**src/rtl/priority_scan_engine.sv**
```systemverilog
// Sequential priority scanner: takes one request vector per job and emits
// the index of every set bit in priority order, one per output handshake.
module priority_scan_engine #(
    parameter int              WIDTH     = 16,
    parameter int              OUT_W     = 8,
    parameter logic [OUT_W-1:0] NONE_CODE = 8'hF0,
    parameter bit              MSB_FIRST = 1'b1
) (
    input  logic             clk,
    input  logic             rst_n,
    input  logic             flush,
    input  logic             in_valid,
    output logic             in_ready,
    input  logic [WIDTH-1:0] in_vec,
    output logic             out_valid,
    input  logic             out_ready,
    output logic [OUT_W-1:0] out_idx,
    output logic             out_last,
    output logic             out_none,
    output logic [OUT_W-1:0] out_count
);

    typedef enum logic [1:0] {
        IDLE,
        EMIT,
        NONE
    } state_t;

    state_t             state_q, state_d;
    logic [WIDTH-1:0]   work_q, work_d;
    logic [OUT_W-1:0]   count_q, count_d;
    logic [OUT_W-1:0]   pick_idx;
    logic [WIDTH-1:0]   pick_mask;
    logic               single;

    // Later matches overwrite earlier ones, so scan order sets priority.
    always_comb begin
        int j;
        pick_idx  = '0;
        pick_mask = '0;
        j         = 0;
        for (int i = 0; i < WIDTH; i++) begin
            j = MSB_FIRST ? i : (WIDTH - 1 - i);
            if (work_q[j]) begin
                pick_idx     = OUT_W'(j);
                pick_mask    = '0;
                pick_mask[j] = 1'b1;
            end
        end
    end

    assign single = (work_q != '0) &&
                    ((work_q & (work_q - WIDTH'(1))) == '0);

    always_comb begin
        state_d = state_q;
        work_d  = work_q;
        count_d = count_q;
        if (flush) begin
            state_d = IDLE;
            work_d  = '0;
        end else begin
            unique case (state_q)
                IDLE: begin
                    if (in_valid) begin
                        work_d  = in_vec;
                        count_d = '0;
                        state_d = (in_vec != '0) ? EMIT : NONE;
                    end
                end
                EMIT: begin
                    if (out_ready) begin
                        work_d  = work_q & ~pick_mask;
                        count_d = count_q + OUT_W'(1);
                        if (single) state_d = IDLE;
                    end
                end
                NONE: begin
                    if (out_ready) begin
                        count_d = OUT_W'(1);
                        state_d = IDLE;
                    end
                end
                default: state_d = IDLE;
            endcase
        end
    end

    always_ff @(posedge clk) begin
        if (!rst_n) begin
            state_q <= IDLE;
            work_q  <= '0;
            count_q <= '0;
        end else begin
            state_q <= state_d;
            work_q  <= work_d;
            count_q <= count_d;
        end
    end

    assign in_ready  = (state_q == IDLE);
    assign out_valid = (state_q != IDLE);
    assign out_idx   = (state_q == EMIT) ? pick_idx : NONE_CODE;
    assign out_last  = (state_q == NONE) || ((state_q == EMIT) && single);
    assign out_none  = (state_q == NONE);
    assign out_count = count_q;

endmodule

```
**config.mk**
```make
export PLATFORM = sky130hd
export DESIGN_NAME = priority_scan_engine
export DESIGN_NICKNAME = d
export VERILOG_FILES = /design/src/rtl/priority_scan_engine.sv
export SDC_FILE = /design/constraint.sdc
export NUM_CORES = 1
export LEC_CHECK = 0
export CAP_MARGIN = 0
export CORE_UTILIZATION = 53
export CTS_CLUSTER_DIAMETER = 40
export DETAILED_ROUTE_END_ITERATION = 7
export PLACE_DENSITY = 0.81
export SYNTH_ARGS = -nofsm -noshare
export SYNTH_HDL_FRONTEND = slang
export SYNTH_SLANG_ARGS = --single-unit
```
**constraint.sdc**
```tcl
create_clock -name clk -period 5.66 [get_ports clk]
set_input_delay 0.566 -clock clk [delete_from_list [all_inputs] [get_ports clk]]
set_output_delay 0.566 -clock clk [all_outputs]
set_load 0.03 [all_outputs]
```
After elaboration in Yosys (flattened, before gate mapping)
Cells that the tools add are included.

Register bits: 26. Input bits: 21. Logic and storage cells: 75.

Muxes and demuxes: 45. Eq/ne operators: 6. Reduce and logical (&&, ||, !) cells: 14. $add $sub $neg: 2. Bitwise gates (word level): 5.

Operators by type and width (count): $mux W16 (17); $mux W8 (18); $and A16 B16 Y16 (2); $pmux W16 S2 (1); $reduce_bool A16 Y1 (2); $pmux W8 S3 (1); $logic_not A16 Y1 (1); $not A16 Y16 (1); $sub A16 B1 Y16 const B (1); $mux W2 (5); $add A8 B1 Y8 const B (1); $ne A2 B2 Y1 const B (4); $pmux W2 S3 (1); $reduce_and A5 Y1 (1); $reduce_and A4 Y1 (1); $reduce_bool A2 Y1 (2); $reduce_and A3 Y1 (1); $reduce_bool A3 Y1 (1); $eq A2 B1 Y1 const B (1); $eq A2 B2 Y1 const B (1); $logic_and A1 B1 Y1 (2); $logic_not A2 Y1 (1); $mux W1 (2); $not A1 Y1 (2); other kinds (2) (2).

Logic depth before layout (Yosys ltp)
Depth in word-level cells: 20. Gate-level depth with buffers: 10. Gate-level depth less buffers: 9.

Worst setup path before layout
OpenSTA, ideal clock, no wires.

Path kind: reg-to-output. From: register state_q[1]. To: output port out_idx[0]. Buffers on the path: 2. Cell stages (with the launch flop): 7. Slack: 2.820 ns. Required time: 5.094 ns. Data arrival time: 2.274 ns. Cells stage by stage: dfxtp_1 -> inv_1 -> ha_1 -> buf_2 -> inv_1 -> buf_1 -> o41ai_1.

Cells in the longest elaborated chain, start to end: 2.

RTL lines: start, declared (line 29) `state_t state_q, state_d;`; start signal, assigned (line 95) `state_q <= state_d;`; $eq A2 B1 Y1 (line 103) `assign out_idx = (state_q == EMIT) ? pick_idx : NONE_CODE;`; $mux W8 (line 103); end, declared (line 17) `output logic [OUT_W-1:0] out_idx,`.

Every way passes these cells.

Worst setup path in the final report
From: register work_q[4]. To: output port out_last.

Cells in the longest elaborated chain, start to end: 6. Elaborated cells on any way between the ends: 7.

RTL lines: start, declared (line 30) `logic [WIDTH-1:0] work_q, work_d;`; start signal, assigned (line 96) `work_q <= work_d;`; $sub A16 B1 Y16 (line 53) `((work_q & (work_q - WIDTH'(1))) == '0);`; $and A16 B16 Y16 (line 53); $logic_not A16 Y1 (line 53); $logic_and A1 B1 Y1 * (line 52) `assign single = (work_q != '0) &&`; $logic_and A1 B1 Y1 * (line 104) `assign out_last = (state_q == NONE) || ((state_q == EMIT) && single);`; $logic_or A1 B1 Y1 * (line 104); end, declared (line 18) `output logic out_last,`.

Mark *: on every way between the ends. The rest lies on a longest branch, timed or not.

==> reports/metrics.csv <==
metric,value,unit
status,"complete, no violations",
R2R cell count,9,
Placed Area,2070,sq um
sequential cell area fraction in the yosys report,31.0,%
Max stage delay on crit path,0.65,ns
FF-to-FF End,work_q[0],
Fmax achieved,279,MHz
fraction of registers with async set/reset,0,%
post_cts resized,0,
final instance area,2120,sq um
# H-tree levels,1,
part of the cycle the worst path needs,63.4,%
Combinational Power Share,28.8,%
Critical Path End Type,primary output,
Reg power frac,43.7,%
RSZ-0062 raised after global routing,false,
Hold Worst Slack,0.516,ns
clock share of power,27.5,%
switching power,0.139,mW
Netlist cell types,49,
"Critical Path, Cell by Cell",nor4_2 > nand4_1 > mux2_2 > a2111oi_2 > and4b_1 > a21o_2 > clkdlybuf4s50_1,
post-DR wirelength/cell,13.6,microns
setup ws final,2.07,ns
"Cell Count, Final, Fillers Out",297,
met2 wire len,1.96,mm
root buf cell,clkbuf_4,
total gr overflow,0,
Tot Pwr,0.457,mW
pins over their slew limit,0,
"Hold Vio Cnt, Final",0,
"EDFF count, synth",0,
Tmin final,3.59,ns
sw frac,30.3,%
CTS sink cnt,26,
die height,58.3,microns
Mapped Area,1680,sq um
Yosys warnings,0,
clk_lat worst skew,0.32,ns
Vias,1712,
FF-to-FF Start,state_q[1],
initial core utilization,55.4,%
Max Cap Violations,0,
DRC,0,
Hold Crit Class,reg -> reg,
PortBufs,40,
Post-Route M1 WL,1.84,mm
Area contributors post-synth,"dfxtp_1 (31%), a21oi_1 (7.5%), nand2_1 (6.3%)",
WP data arrival,3.02,ns
Min-Delay Endpoint,state_q[0],
Critical Path RT,5.09,ns
hold_buf cts,0,
ant diodes,0,
CTS Buf Count,3,
Vias per Instance,5.76,
Site Rows,20,
Nets,280,
HPWL Detailed,3.10,mm
WL final,4.05,mm
Power Internal,0.318,mW
"Top FF cell, synth",dfxtp_1,
Setup TNS,0,ns
CP top delay family,simple AND/OR/NAND/NOR gates,
skew final,0.00231,ns
synth cell count leaders,"nand2_1 (28), dfxtp_1 (26), a21oi_1 (25)",
Slew @ Worst Pin,0.876,ns
Detail Route Antenna Nets,0,
R2R Setup Slk,3.13,ns
vias in the first global route,1462,
proportion of layout cells with a drive suffix above 1,5.93,%
Leakage,0.752,nW
hold-critical path depth,2,
first-pass GRT wire length,6.50,mm
Final setup viols,0,
Placer Congestion,0.954,
full die area,3390,sq um
starting DRC count in detailed routing,105,
CP Max Fanout,11,
Synth area leader,dfxtp_1,
Util after Layout,70.1,%
Initial DRT Pass Iterations,4,
top cell type's share of synthesized area,31.0,%
Mapped Nets,248,
relative slew slack,41.4,%
WP buf/inv,1,
Clock Tree Buf Depth,2,
Hold Startpoint,state_q[0],
critical path class,reg -> out,
Syn Area/Cell,7.56,sq um
area grow syn2layout,26.5,%
routed wl met3,166,microns
Post-Synthesis Cells,222,
register bit total from synthesis,26,
power per cell area,215,nW/um^2
CTS clock-pin slew for the worst setup and hold paths,0.13,ns
# IOs,41,
DP Cell Count,293,
"Max stage delay cell, worst path",clkdlybuf4s50_1,
post-CTS setup buffers,0,
Global Route Usage Sum,24.7,%
CTS tree,built,
"count leader, synth",nand2_1,
initial antenna violation count,0,
CP Launch Type,register,
pin count of the biggest net entering global routing,18,
highest metal used,met4,
core area,3030,sq um
die extent in x,58.3,microns
Max VDD drop,0.131,mV
pre-CTS setup slack,2.47,ns
-- worst max path at each step --
stage / slack [ns] / depth (start not counted) / endpoint / startpoint
after floorplan: 2.82 / 6 / out_idx[0] / state_q[1]
after global placement: 2.54 / 7 / out_last / work_q[1]
after detailed placement: 2.47 / 7 / out_last / work_q[1]
after CTS: 2.09 / 7 / out_last / work_q[1]
after global routing: 1.96 / 7 / out_last / work_q[4]
final: 2.07 / 7 / out_last / work_q[4]
-- worst reg2reg max path: stages, from the launching register on --
cell	delay, ns
dfxtp_1	0.40
inv_1	0.07
ha_1	0.31
mux2_2	0.28
nand2_1	0.25
nor3_1	0.23
nand3_1	0.15
or4_1	0.45
o211ai_1	0.18
a21oi_1	0.08
-- kinds of logic (layout without fill, tap and decap cells) --
| kind of cell | after synthesis | in the layout | share of synthesized area (%) |
|---|---|---|---|
| AO/OA/AOI/OAI | 64 | 64 | 24.3 |
| XOR/XNOR | 4 | 4 | 2.09 |
| adder cells (fa/ha/maj) | 6 | 6 | 4.33 |
| buffers and inverters | 23 | 54 | 5.97 |
| flip-flops | 26 | 26 | 31.0 |
| multiplexers | 4 | 4 | 2.54 |
| AND/OR/NAND/NOR | 95 | 95 | 29.8 |
-- layer usage --
metal | vias to the layer above | GRT usage [%]
li1 | 871 | -
met1 | 780 | 31.9
met2 | 53 | 41.5
met3 | 8 | 2.68
met4 | 0 | 10.9
met5 | - | 0
-- power by group through the flow --
| stage | sequential, mW | clock [mW] | combinational, mW |
|---|---|---|---|
| after detailed placement | 0.203 | 0 | 0.131 |
| after floorplan | 0.199 | 0 | 0.0933 |
| after CTS | 0.199 | 0.128 | 0.131 |
| after global placement | 0.203 | 0 | 0.130 |
| after global routing | 0.201 | 0.136 | 0.143 |
| final | 0.199 | 0.126 | 0.132 |
-- cell usage in the layout, fill, tap and decap left out, types with 3 or more instances in the layout --
cell type / instances
nand2b_1: 3
nor3_1: 7
o21ai_0: 17
a21oi_1: 25
ha_1: 5
nand2_1: 28
and2_1: 3
xor2_1: 4
inv_1: 10
nand4_1: 5
nand3_1: 8
clkdlybuf4s50_1: 40
dfxtp_1: 26
nor4_1: 6
or3_1: 4
nor2_1: 20
o311ai_0: 3
clkbuf_4: 3
-- sequential cells by signal, summed over array words and instances, names as in the netlist --
signal	flops
out_count	8
work_q	16
state_q	2
-- cell type report --
type	instances	area (sq um)
multi-input combinational	173	1060
fill	262	905
sequential	26	520
timing repair buffer	40	400
tap	44	55.1
inverter	10	37.5
clock inverter	1	30.0
clock buffer	3	22.5
No activity file was read; power rests on OpenSTA's default activity.
